`config.mk`:
```
export PLATFORM = sky130hd
export DESIGN_NAME = score_scan_ctrl
export DESIGN_NICKNAME = d
export VERILOG_FILES = /design/src/rtl/score_scan_ctrl_pkg.sv /design/src/rtl/score_scan_ctrl_bin2bcd_seq.sv /design/src/rtl/score_scan_ctrl.sv
export SDC_FILE = /design/constraint.sdc
export NUM_CORES = 1
export LEC_CHECK = 0
export CELL_PAD_IN_SITES_DETAIL_PLACEMENT = 2
export CELL_PAD_IN_SITES_GLOBAL_PLACEMENT = 2
export CORE_UTILIZATION = 38
export CTS_CLUSTER_SIZE = 40
export DETAILED_ROUTE_END_ITERATION = 8
export PLACE_DENSITY = 0.8
export SLEW_MARGIN = 0
export SYNTH_ARGS = -nofsm -noshare
export SYNTH_HDL_FRONTEND = slang
export SYNTH_SLANG_ARGS = --single-unit
```
`constraint.sdc`:
```
create_clock -name clk -period 5.36 [get_ports clk]
set_input_delay 1.072 -clock clk [delete_from_list [all_inputs] [get_ports clk]]
set_output_delay 1.072 -clock clk [all_outputs]
set_load 0.01 [all_outputs]
```
`src/rtl/score_scan_ctrl_pkg.sv`:
```
// Shared definitions for the score display path.
// Contents: BCD sizing constants, conversion FSM state encoding, the digit
// common polarity, and a helper that applies the double-dabble add-3 adjust.
package score_scan_ctrl_pkg;

  localparam int unsigned BCD_DIGITS = 4;
  localparam int unsigned BCD_W      = 4 * BCD_DIGITS;
  localparam int unsigned BCD_MAX    = 9999;

  // Digit commons are active-low: driving DIGIT_OFF leaves a digit dark.
  localparam logic DIGIT_OFF = 1'b1;

  typedef enum logic [1:0] {
    StIdle   = 2'd0,
    StShift  = 2'd1,
    StCommit = 2'd2
  } conv_state_e;

  // Add 3 to every nibble that is >= 5 so the following left shift carries
  // correctly into the next decimal digit.
  function automatic logic [BCD_W-1:0] bcd_adjust(input logic [BCD_W-1:0] bcd);
    logic [BCD_W-1:0] res;
    res = bcd;
    for (int i = 0; i < int'(BCD_DIGITS); i++) begin
      if (bcd[i*4 +: 4] >= 4'd5) begin
        res[i*4 +: 4] = bcd[i*4 +: 4] + 4'd3;
      end
    end
    return res;
  endfunction

endpackage

```
`src/rtl/score_scan_ctrl_bin2bcd_seq.sv`:
```
// Sequential binary-to-BCD converter (double dabble, one bit per cycle).
// Ports:
//   clk, rst_n : clock, asynchronous active-low reset
//   i_start    : start request, honoured only while idle
//   i_bin      : binary input, saturated to BCD_MAX when latched
//   o_busy     : high from the cycle after start until the result is committed
//   o_bcd      : four packed BCD digits, digit 0 in bits [3:0]
//   o_valid    : one-cycle pulse when o_bcd has just been updated
module bin2bcd_seq
  import score_scan_ctrl_pkg::*;
#(
  parameter int unsigned SCORE_W = 14
) (
  input  logic               clk,
  input  logic               rst_n,
  input  logic               i_start,
  input  logic [SCORE_W-1:0] i_bin,
  output logic               o_busy,
  output logic [BCD_W-1:0]   o_bcd,
  output logic               o_valid
);

  localparam int unsigned CntW = (SCORE_W > 1) ? $clog2(SCORE_W) : 1;

  conv_state_e        r_state;
  logic [SCORE_W-1:0] r_bin;
  logic [BCD_W-1:0]   r_work;
  logic [CntW-1:0]    r_cnt;
  logic               r_busy;
  logic [BCD_W-1:0]   r_bcd;
  logic               r_valid;

  logic [SCORE_W-1:0] w_bin_sat;
  logic [BCD_W-1:0]   w_adj;

  always_comb begin
    w_bin_sat = i_bin;
    if (32'(i_bin) > BCD_MAX) begin
      w_bin_sat = SCORE_W'(BCD_MAX);
    end
  end

  assign w_adj = bcd_adjust(r_work);

  always_ff @(posedge clk or negedge rst_n) begin
    if (!rst_n) begin
      r_state <= StIdle;
      r_bin   <= '0;
      r_work  <= '0;
      r_cnt   <= '0;
      r_busy  <= 1'b0;
      r_bcd   <= '0;
      r_valid <= 1'b0;
    end else begin
      r_valid <= 1'b0;
      unique case (r_state)
        StIdle: begin
          if (i_start) begin
            r_bin   <= w_bin_sat;
            r_work  <= '0;
            r_cnt   <= CntW'(SCORE_W - 1);
            r_busy  <= 1'b1;
            r_state <= StShift;
          end
        end
        StShift: begin
          r_work <= {w_adj[BCD_W-2:0], r_bin[SCORE_W-1]};
          r_bin  <= r_bin << 1;
          r_cnt  <= r_cnt - CntW'(1);
          if (r_cnt == '0) begin
            r_state <= StCommit;
          end
        end
        StCommit: begin
          // Whole result published at once; the reader never sees a partial value.
          r_bcd   <= r_work;
          r_valid <= 1'b1;
          r_busy  <= 1'b0;
          r_state <= StIdle;
        end
        default: r_state <= StIdle;
      endcase
    end
  end

  assign o_busy  = r_busy;
  assign o_bcd   = r_bcd;
  assign o_valid = r_valid;

endmodule

```
`src/rtl/score_scan_ctrl.sv`:
```
// Score display controller: converts the binary score to BCD and scans the
// digits onto a shared 7-segment bus with leading-zero blanking.
// Ports:
//   clk, rst_n     : clock, asynchronous active-low reset
//   i_score_in     : binary score, sampled when a load is accepted
//   i_score_load   : one-cycle load request, ignored while busy
//   o_busy         : conversion in progress
//   o_bin_data     : BCD digit for the currently selected slot (to bin2seg)
//   o_digit_sel    : active-low digit commons, one-hot-low or all-high
// The BCD engine covers exactly BCD_DIGITS digits; NUM_DIGITS must match it.
module score_scan_ctrl
  import score_scan_ctrl_pkg::*;
#(
  parameter int unsigned NUM_DIGITS = 4,
  parameter int unsigned SCORE_W    = 14,
  parameter int unsigned SCAN_DIV   = 10000
) (
  input  logic                  clk,
  input  logic                  rst_n,
  input  logic [SCORE_W-1:0]    i_score_in,
  input  logic                  i_score_load,
  output logic                  o_busy,
  output logic [3:0]            o_bin_data,
  output logic [NUM_DIGITS-1:0] o_digit_sel
);

  localparam int unsigned DivW = $clog2(SCAN_DIV);
  localparam int unsigned IdxW = (NUM_DIGITS > 1) ? $clog2(NUM_DIGITS) : 1;

  logic                  w_busy;
  logic [BCD_W-1:0]      w_bcd;
  logic                  w_valid;
  logic [3:0]            w_digit;
  logic                  w_upper_nz;
  logic [NUM_DIGITS-1:0] w_sel;

  logic [BCD_W-1:0]      r_disp;
  logic [DivW-1:0]       r_div;
  logic [IdxW-1:0]       r_idx;

  bin2bcd_seq #(
    .SCORE_W (SCORE_W)
  ) u_bin2bcd (
    .clk     (clk),
    .rst_n   (rst_n),
    .i_start (i_score_load),
    .i_bin   (i_score_in),
    .o_busy  (w_busy),
    .o_bcd   (w_bcd),
    .o_valid (w_valid)
  );

  assign o_busy = w_busy;

  // Select the current digit and decide whether it is a leading zero.
  always_comb begin
    w_digit    = r_disp[4*int'(r_idx) +: 4];
    w_upper_nz = 1'b0;
    for (int i = 0; i < int'(BCD_DIGITS); i++) begin
      if (i >= int'(r_idx) && r_disp[i*4 +: 4] != 4'd0) begin
        w_upper_nz = 1'b1;
      end
    end
    w_sel = {NUM_DIGITS{DIGIT_OFF}};
    // The ones digit is always lit so a zero score still shows "0".
    if (r_idx == '0 || w_upper_nz) begin
      w_sel[r_idx] = ~DIGIT_OFF;
    end
  end

  always_ff @(posedge clk or negedge rst_n) begin
    if (!rst_n) begin
      r_disp      <= '0;
      r_div       <= '0;
      r_idx       <= '0;
      o_bin_data  <= 4'd0;
      o_digit_sel <= {{(NUM_DIGITS-1){DIGIT_OFF}}, ~DIGIT_OFF};
    end else begin
      if (w_valid) begin
        r_disp <= w_bcd;
      end
      if (r_div == DivW'(SCAN_DIV - 1)) begin
        r_div <= '0;
        r_idx <= (r_idx == IdxW'(NUM_DIGITS - 1)) ? '0 : r_idx + IdxW'(1);
      end else begin
        r_div <= r_div + DivW'(1);
      end
      o_bin_data  <= w_digit;
      o_digit_sel <= w_sel;
    end
  end

endmodule

```
==> flow_summary.yaml, run 1 <==
grt:
  met3_usage_pct: 3.15
  antenna_found_initial: 0
  use_met1_pct: 22.3
  busiest_layer: "met2"
  met2_usage_pct: 31.6
  grt_usage_pct: 18.4
  gr-total-overflow: 0
  grt_pass1_vias: 3112
  grt_max_degree: 56
  grt_pass1_wl_mm: 16.1
power_and_ir_drop:
  p_int_w: 0.00142
  power.density_mw_per_mm2: 465
  seqPwrFrac_pct: 49.2
  leakagePower_nw: 2.15
  p_clk_share_pct: 19.2
  comb_power_share_pct: 31.7
  swShare_pct: 35.3
  p_sw_w: 0.000774
  max-vdd-ir-drop_uv: 222
route:
  post-route-drc-count: 0
  drt_iter0_markers: 93
  via_count: 2773
  totalWireLength_mm: 9.51
  wl_per_cell_um: 18.4
  drtAntennaViolNets: 0
  drt-pass1-iter-count: 4
  avgViaCountPerCell: 5.35
cts:
  cts_tree: "yes"
  hold_buffers: 0
  ctsRootBufferMaster: "clkbuf_8"
  numCtsBuffers: 9
  cts_sinks: 94
  clk_pin_slew_ns: 0.09
  cts_setup_buffers: 0
  cts_buffer_depth: 2
  clock_latency_ns: 0.36
  cts_resized: 0
  ctsHtreeMaxLevel: 3
cells_and_area:
  area_growth_pct: 11.7
  nets: 405
  drive_gt1_share_pct: 13.5
  final_cells: 518
  diodes: 0
synthesis:
  synth_area_leaders: "dfrtp_1 54%, mux2_2 6.4%, ha_1 4.4%"
  syn_avg_cell_area_um2: 12.0
  syn_nets: 384
  synthArstFlopShare_pct: 100
  synth_edf_count: 0
  synth-warning-count: 0
  synth_top_area_share_pct: 53.9
  synth_top_area_cell: "dfrtp_1"
  syn_inst: 352
  yosys.cell_types.count: 44
  yosysMostFrequentCell: "dfrtp_1"
  ys_top_cells_by_count: "91 x dfrtp_1, 28 x nand2_1, 24 x mux2_2, 24 x o21ai_0"
  synth-seq-cells: 94
  ys_seq_area_share_pct: 55.8
  synth_area_mm2: 0.00422
  synthFlopType: "dfrtp_1"
critical_path:
  start_kind: "register"
  path_buf_inv: 1
  crit_end: "o_digit_sel[3]"
  cp_top_family: "flip-flops"
  critPathLaunch: "o_digit_sel[3]"
  r2r_slack_ns: 3.32
  path_class: "reg2out"
  ff2ff_path_depth: 4
  worst_path_largest_cell_delay_ns: 0.52
  cp_slowest_cell: "dfstp_2"
  crit_cells: 1
  end_kind: "primary output"
  worstPathCellList: "clkdlybuf4s50_1"
  worstPathMaxFanout: 1
  rr_endpoint: "u_bin2bcd.r_cnt[3]"
  worstPathRequired_ns: 4.29
  reg2reg_from: "u_bin2bcd.r_state[0]"
  arrival_ns: 1.40
sta:
  tightest_slew_ns: 0.822
  hold_viol_final: 0
  max_freq_mhz: 405
  rsz0062_at_grt: "no"
  maxSlewViolCount: 0
  setup_tns_ns: 0
  post-route-min-period_ns: 2.47
  min_period_over_period_pct: 46.0
  slew_headroom_pct: 45.2
  setup_viol: 0
  fin_worst_skew_ns: 0.00854
place:
  routabilityCongestion: 0.733
  port-buffer-count: 25
  hpwl_mm: 6.67
  place_inst: 502
floorplanning:
  rows: 38
  die_w_um: 107
  die_y_um: 107
  dieArea_mm2: 0.0115
  core_mm2: 0.0108
  ios: 26
  start_util_pct: 39.0
job:
  max_cap_violations: 0
outcome:
  status: "finished clean"
worst_hold_path:
  hp-class: "reg2reg"
-- layout by cell type, fill, tap and decap left out, types with 5 or more instances in the layout --
cell	Yosys	final
clkbuf_8	0	10
a21oi_1	9	9
o21ai_0	24	24
nand2_1	28	28
mux2_2	24	24
nand2b_1	10	10
nor2_1	11	11
inv_1	15	15
buf_4	3	5
xor2_1	9	9
clkdlybuf4s50_1	0	24
nand3_1	5	5
o22ai_1	8	8
xnor2_1	10	10
dfrtp_1	91	91
ha_1	15	15
a22oi_1	9	9
a22o_1	6	6
nor3_1	5	5
-- per-stage QoR --
step | instance area (um2) | total power (W) | worst slack, ns | util [%] | hold WS, ns
after floorplan | 4220 | 0.00156 | 3.45 | - | 0.444
after global placement | 4550 | 0.00173 | 2.67 | 42.0 | 0.459
after detailed placement | 4550 | 0.00180 | 2.59 | 42.0 | 0.481
after CTS | 4720 | 0.00223 | 2.86 | 43.5 | 0.501
after global routing | 4720 | 0.00234 | 2.83 | 43.5 | 0.530
final | 4720 | 0.00219 | 2.89 | 43.5 | 0.491
-- how the worst min path moves through the flow --
stage	startpoint	to	slack [ns]	cells after the start
finish	u_bin2bcd.o_bcd[0]	u_bin2bcd.o_bcd[0]	0.49	2
global route	r_div[0]	r_div[0]	0.53	1
CTS	r_div[0]	r_div[0]	0.50	1
detailed placement	u_bin2bcd.o_bcd[0]	u_bin2bcd.o_bcd[0]	0.48	2
global placement	u_bin2bcd.o_bcd[4]	u_bin2bcd.o_bcd[4]	0.46	2
floorplan	u_bin2bcd.o_bcd[0]	u_bin2bcd.o_bcd[0]	0.44	2
-- layout make-up --
cell class / instances / area, um2
fillers: 1118 / 6120
flip-flops and latches: 94 / 2360
multi-input cells: 224 / 1690
repair buffers: 29 / 278
well taps: 140 / 175
clock buffers: 14 / 153
inverters: 15 / 56.3
clock inverters: 2 / 10.0
-- metal layers --
| metal | vias up | wire length, um |
|---|---|---|
| met2 | 36 | 4860 |
| met4 | 0 | 192 |
| met5 | - | 0 |
| met3 | 15 | 184 |
| met1 | 1426 | 4270 |
| li1 | 1296 | - |
-- power by group through the flow --
stage	clock network (W)	registers, W	logic [W]
after floorplan	0	0.00102	0.000541
after global placement	0	0.00108	0.000647
after detailed placement	0	0.00110	0.000701
after CTS	0.000438	0.00108	0.000707
after global routing	0.000463	0.00111	0.000773
final	0.000420	0.00108	0.000695
-- flip-flops by register name, indices dropped and copies added (netlist names), 4 cells and up --
name / cells
u_bin2bcd.r_cnt: 4
u_bin2bcd.r_work: 16
u_bin2bcd.o_bcd: 16
u_bin2bcd.r_bin: 14
o_bin_data: 4
r_div: 14
r_disp: 16
o_digit_sel: 4
-- cells by family (layout without fill, tap and decap cells) --
| group | after synthesis | count (layout) | share of synthesized area (%) |
|---|---|---|---|
| DFF | 94 | 94 | 55.8 |
| and+or+nand+nor | 84 | 84 | 10.6 |
| AOI/OAI and AO/OA | 74 | 74 | 11.4 |
| buffers and inverters | 34 | 60 | 4.24 |
| muxes | 32 | 32 | 9.57 |
| xor gates and xnor gates | 19 | 19 | 3.94 |
| adders and majority gates | 15 | 15 | 4.44 |
Note: power is estimated with default switching activity, not from simulation.
==> run 2: changes to the inputs <==
--- a/config.mk
+++ b/config.mk
@@ -7,10 +7,10 @@
 export LEC_CHECK = 0
 export CELL_PAD_IN_SITES_DETAIL_PLACEMENT = 2
 export CELL_PAD_IN_SITES_GLOBAL_PLACEMENT = 2
-export CORE_UTILIZATION = 38
+export CORE_UTILIZATION = 37
 export CTS_CLUSTER_SIZE = 40
 export DETAILED_ROUTE_END_ITERATION = 8
-export PLACE_DENSITY = 0.8
+export PLACE_DENSITY = 0.81
 export SLEW_MARGIN = 0
 export SYNTH_ARGS = -nofsm -noshare
 export SYNTH_HDL_FRONTEND = slang
==> constraint.sdc (replaced) <==
create_clock -name clk -period 2.1 [get_ports clk]
set_input_delay 0.42 -clock clk [delete_from_list [all_inputs] [get_ports clk]]
set_output_delay 0.42 -clock clk [all_outputs]
set_load 0.01 [all_outputs]
==> run 2 against run 1 <==
Net effect:
- cell count rose by 1.4%
- via count rose by 2.3%
- largest cell class unchanged
- critical path depth unchanged
- critical endpoint is now o_digit_sel[2]
- cell area increased by 4.1%
- combinational power rose to 2.6 times the previous value
==> flow_summary.yaml, run 2 (synthesis gave the netlist of run 1 again) <==
route:
  drt-pass1-iter-count: 4
  totalWireLength_mm: 9.75
  wl_per_cell_um: 18.6
  drtAntennaViolNets: 0
  post-route-drc-count: 0
  drt_iter0_markers: 98
  avgViaCountPerCell: 5.40
  via_count: 2837
critical_path:
  start_kind: "register"
  worstPathRequired_ns: 1.68
  worstPathMaxFanout: 1
  worst_path_largest_cell_delay_ns: 0.52
  path_buf_inv: 1
  cp_slowest_cell: "dfstp_2"
  arrival_ns: 1.38
  cp_top_family: "flip-flops"
  end_kind: "primary output"
  path_class: "reg2out"
  worstPathCellList: "clkdlybuf4s50_1"
sta:
  setup_ws_ns: 0.302
  rsz0062_at_grt: "no"
  min_period_over_period_pct: 85.6
  setup_tns_ns: 0
  maxSlewViolCount: 0
  tightest_slew_ns: 0.674
  fin_worst_skew_ns: 0.00655
  post-route-min-period_ns: 1.80
  setup_viol: 0
  max_freq_mhz: 556
  hold_viol_final: 0
  slew_headroom_pct: 55.1
grt:
  grt_usage_pct: 18.3
  gr-total-overflow: 0
  grt_max_degree: 84
  grt_pass1_wl_mm: 16.3
  antenna_found_initial: 0
  grt_pass1_vias: 3163
floorplanning:
  ios: 26
  start_util_pct: 38.4
  core_mm2: 0.0110
  die_w_um: 109
  dieArea_mm2: 0.0118
  rows: 38
  die_y_um: 109
cells_and_area:
  utilization_pct: 44.7
  final_cell_mix: "91 x dfrtp_1, 28 x nand2_1, 24 x o21ai_0, 24 x mux2_2, 24 x clkdlybuf4s50_1"
  area_growth_pct: 16.2
  final_common_cell: "dfrtp_1"
  diodes: 0
  nets: 413
  final_cells: 525
  drive_gt1_share_pct: 15.3
  fillers: 1114
outcome:
  status: "finished clean"
power_and_ir_drop:
  comb_power_share_pct: 30.0
  leakagePower_nw: 2.24
  power.density_mw_per_mm2: 1240
  max-vdd-ir-drop_uv: 464
  p_int_w: 0.00405
  p_sw_w: 0.00205
  p_clk_share_pct: 25.0
  seqPwrFrac_pct: 45.0
  swShare_pct: 33.6
place:
  place_ws_ns: 0.130
  routabilityCongestion: 0.769
  hpwl_mm: 6.61
  port-buffer-count: 25
  place_inst: 509
cts:
  cts_resized: 0
  ctsHtreeMaxLevel: 3
  clock_latency_ns: 0.34
  ctsRootBufferMaster: "clkbuf_16"
  numCtsBuffers: 9
  cts_sinks: 94
  cts_tree: "yes"
  cts_buffer_depth: 2
  clk_pin_slew_ns: 0.07
job:
  max_cap_violations: 0
worst_hold_path:
  hp-class: "in2async"
run 2: what timing repair did:
action,in CTS,in global routing
hold buffers,1,0
endpoints found under the hold margin,11,0
buffers inserted,0,0
run 2: layer usage:
layer | GRT usage (%) | vias up | share of wire [%] | routed length, um
li1 | - | 1312 | - | -
met4 | 5.50 | 0 | 1.1 | 106
met5 | 0 | - | 0 | 0
met2 | 32.9 | 35 | 52 | 5060
met3 | 4.12 | 7 | 2.5 | 245
met1 | 21.6 | 1483 | 44 | 4340
run 2: final cells by class:
class                   instances  area [um2]  area share, %
inverters                      15        56.3           1.15
clock inverters                 3        21.3          0.433
clock buffers                  12         246           5.02
repair buffers                 37         365           7.44
well taps                     140         175           3.57
flip-flops and latches         94        2360           48.0
multi-input cells             224        1690           34.4
run 2: metrics by stage:
step | total power, W | hold WS, ns | instance area (um2)
CTS | 0.00622 | 0.457 | 4910
global route | 0.00652 | 0.468 | 4910
global placement | 0.00447 | 0.273 | 4630
finish | 0.00610 | 0.460 | 4910
detailed placement | 0.00463 | 0.277 | 4630
floorplan | 0.00399 | 0.124 | 4220
run 2: power groups by stage:
stage	Clock [W]	Sequential (W)	Combinational, W
after floorplan	0	0.00261	0.00138
final	0.00152	0.00275	0.00183
after global routing	0.00163	0.00283	0.00206
after CTS	0.00158	0.00276	0.00188
after global placement	0	0.00274	0.00173
after detailed placement	0	0.00277	0.00185
run 2: path summary, 6_finish.rpt:
check / to / cells after the start / slack (ns) / startpoint
max: o_digit_sel[2] / 1 / 0.30 / o_digit_sel[2]
min: r_disp[6] / 2 / 0.46 / rst_n
max reg2reg: r_idx[1] / 5 / 0.31 / r_div[0]
min reg2reg: u_bin2bcd.r_cnt[3] / 1 / 0.48 / u_bin2bcd.r_cnt[3]
max in group asynchronous: o_digit_sel[3] / 3 / 0.94 / rst_n
min in group clk: u_bin2bcd.r_cnt[3] / 1 / 0.48 / u_bin2bcd.r_cnt[3]
==> variant, RTL diff (config.mk and constraints of run 1) <==
Put one more register stage on the output `o_bin_data`, without a reset. The value now appears one clock later. The other outputs are not delayed to match.
--- a/src/rtl/score_scan_ctrl.sv
+++ b/src/rtl/score_scan_ctrl.sv
@@ -27,4 +27,6 @@
   localparam int unsigned DivW = $clog2(SCAN_DIV);
   localparam int unsigned IdxW = (NUM_DIGITS > 1) ? $clog2(NUM_DIGITS) : 1;
+
+  logic [3:0] o_bin_data_s0;
 
   logic                  w_busy;
@@ -74,5 +76,5 @@
       r_div       <= '0;
       r_idx       <= '0;
-      o_bin_data  <= 4'd0;
+      o_bin_data_s0 <= 4'd0;
       o_digit_sel <= {{(NUM_DIGITS-1){DIGIT_OFF}}, ~DIGIT_OFF};
     end else begin
@@ -86,9 +88,13 @@
         r_div <= r_div + DivW'(1);
       end
-      o_bin_data  <= w_digit;
+      o_bin_data_s0 <= w_digit;
       o_digit_sel <= w_sel;
     end
   end
 
+  always_ff @(posedge clk) begin
+    o_bin_data <= o_bin_data_s0;
+  end
+
 endmodule
 
Function: same outputs for any inputs over 10 cycles, from zero or initial values and one cycle with rst_n low; that may be too few to reach the edited logic, so the function may still have changed.
==> variant against run 1 <==
  * Synthesized cell count is 2.8% higher
  * Maximum frequency shrank 9.7%
  * Total power is 5.7% higher
  * Final area is 1.7% higher
  * Setup slack worse by 260 ps
  * Utilization grew 0.53 points
  * Sequential cell count grew 4
  * Wire length fell by 3.2%
  * Final cell count up 1.7%
  * First-iteration DRC count decreased by 1.1%
  * Clock skew is 7.6 ps higher
  * Count of clock-buffer cells in the layout decreased by 4
  * Combinational power rose by 5.6%
  * Synthesized area increased by 1.4%
  * Critical path type is now input port to flip-flop
  * Critical endpoint is now u_bin2bcd.r_work[3]$_DFFE_PN0P_
  * Largest power group unchanged
==> variant: results (changes against run 1) <==
\begin{tabular}{lr}
\hline
Metric & Value \\
\hline
\multicolumn{2}{l}{\textbf{Status}} \\
\quad Run status & completed \\
\multicolumn{2}{l}{\textbf{Synth}} \\
\quad Top cells by area, synth & dfrtp\_1 53\%, mux2\_2 7.1\%, ha\_1 4.4\% \\
\quad Sequential cell area fraction in the yosys report & 56.9\% (+1.1 points) \\
\quad Fraction of registers with async set/reset & 95.9\% (-4.1 points) \\
\quad Top post-synthesis cells by count & 91 x dfrtp\_1, 36 x o21ai\_0, 33 x nand2\_1, 27 x mux2\_2 \\
\quad Number of warnings printed during yosys synthesis & 0 (unchanged) \\
\quad Distinct cell type count after synthesis & 46 (+4.5\%) \\
\quad Number of nets produced by synthesis & 394 (+2.6\%) \\
\multicolumn{2}{l}{\textbf{Final layout}} \\
\quad Final-layout fill cell count & 1120 (+0.18\%) \\
\quad Number of nets in the layout & 414 (+2.2\%) \\
\quad Ratio of cells with drive above 1 in the final layout & 14.0\% (+0.46 points) \\
\multicolumn{2}{l}{\textbf{Setup path}} \\
\quad Worst R2R Setup Slack & 3320 ps (about the same) \\
\quad Arrival time of data at the critical path endpoint & 2970 ps (+1570 ps) \\
\quad Highest net fanout along the worst path & 19 (+18) \\
\multicolumn{2}{l}{\textbf{Clock tree}} \\
\quad Resized cells post-CTS & 0 (unchanged) \\
\quad H-tree depth & 3 (unchanged) \\
\quad Number of buffers inserted to repair setup after CTS & 0 (unchanged) \\
\quad CTS Root Buffer Type & clkbuf\_8 \\
\multicolumn{2}{l}{\textbf{Pwr}} \\
\quad Static leakage & 2.07 nW (-3.6\%) \\
\quad Worst IR drop on VDD & 0.000201 V (-9.2\%) \\
\quad Switching fraction of total power & 35.2\% (-0.13 points) \\
\multicolumn{2}{l}{\textbf{Placement}} \\
\quad Placer's final routability congestion estimate & 0.735 (+0.26\%) \\
\quad DP Wirelength & 6540 um (-1.9\%) \\
\quad Count of buffers from port buffering & 25 (unchanged) \\
\multicolumn{2}{l}{\textbf{Global routing}} \\
\quad Met3 track utilization from global routing & 2.89\% (-0.25 points) \\
\quad First-pass GRT wire length & 15800 um (-2.3\%) \\
\quad Pin count of the biggest net entering global routing & 51 (-8.9\%) \\
\quad Total congestion overflow & 0 (unchanged) \\
\quad Met1 track demand over resource & 21.7\% (-0.61 points) \\
\quad Via count of the first global-routing pass & 3121 (+0.29\%) \\
\quad Global Route Usage Sum & 17.7\% (-0.70 points) \\
\quad GR Util met2 & 30.8\% (-0.72 points) \\
\multicolumn{2}{l}{\textbf{STA}} \\
\quad Worst Clk Skew & 16.1 ps (+7.59 ps) \\
\quad Hold Slack & 347 ps (-144 ps) \\
\quad Remaining max-slew budget at the tightest pin & 19.3\% (-26 points) \\
\multicolumn{2}{l}{\textbf{Drt}} \\
\quad Detail-routed net length per standard cell & 17.5 um (-4.9\%) \\
\quad Violation count after the first detailed-route iteration & 92 (-1.1\%) \\
\quad Per-cell via count in the routed design & 5.32 (-0.57\%) \\
\hline
\end{tabular}
## variant: power by group through the flow
stage | clock, mW | combinational [mW] | sequential [mW]
after floorplan | 0 | 0.553 | 1.11
after global placement | 0 | 0.688 | 1.15
after detailed placement | 0 | 0.747 | 1.18
after CTS | 0.443 | 0.752 | 1.16
after global routing | 0.470 | 0.831 | 1.19
final | 0.430 | 0.734 | 1.16
## variant: cells by family after synthesis
| kind of cell | Yosys count | share of synthesized area (%) |
|---|---|---|
| compound gates | 75 | 10.9 |
| xor+xnor | 16 | 3.27 |
| fa+ha+maj | 15 | 4.38 |
| buf+inv | 33 | 3.45 |
| flops | 98 | 56.9 |
| mux | 32 | 9.44 |
| simple gates | 93 | 11.6 |
## variant: path summary, 6_finish.rpt
path                       cells after the start                              end                        from
min in group asynchronous                      1            r_disp[6]$_DFFE_PN0P_                       rst_n
max in group asynchronous                      2   u_bin2bcd.r_bin[8]$_DFFE_PN0P_                       rst_n
max reg2reg                                    5         o_digit_sel[1]$_DFF_PN1_        r_idx[0]$_DFFE_PN0N_
min                                            0            o_bin_data[3]$_DFF_P_  o_bin_data_s0[3]$_DFF_PN0_
max                                            5  u_bin2bcd.r_work[3]$_DFFE_PN0P_                i_score_load
min reg2reg                                    0            o_bin_data[3]$_DFF_P_  o_bin_data_s0[3]$_DFF_PN0_
## variant: metrics by stage
stage | area, um2 | std cells | power [mW] | setup WS [ps]
detailed placement | 4630 | 511 | 1.92 | 2230
CTS | 4790 | 527 | 2.36 | 2630
global placement | 4630 | 511 | 1.84 | 2210
global route | 4790 | 527 | 2.49 | 2460
floorplan | 4280 | 362 | 1.66 | 3340
finish | 4790 | 527 | 2.32 | 2630
## variant: per-layer routing
| layer | routed length, um | vias to the layer above |
|---|---|---|
| met3 | 191 | 10 |
| met1 | 4130 | 1443 |
| met2 | 4740 | 39 |
| met5 | 0 | - |
| li1 | - | 1313 |
| met4 | 140 | 0 |
## variant: worst max-delay path, cell delays in order
cell and delay, ps:
clkdlybuf4s50_1 490, nor2_1 60, nor2_1 900, o31ai_1 180, a32o_1 260
## variant: layout make-up
cell class	count	area share [%]
multi-input cells	231	35.4
clock buffers	10	2.66
flip-flops and latches	98	50.8
inverters	15	1.17
well taps	140	3.65
clock inverters	6	0.835
repair buffers	27	5.48
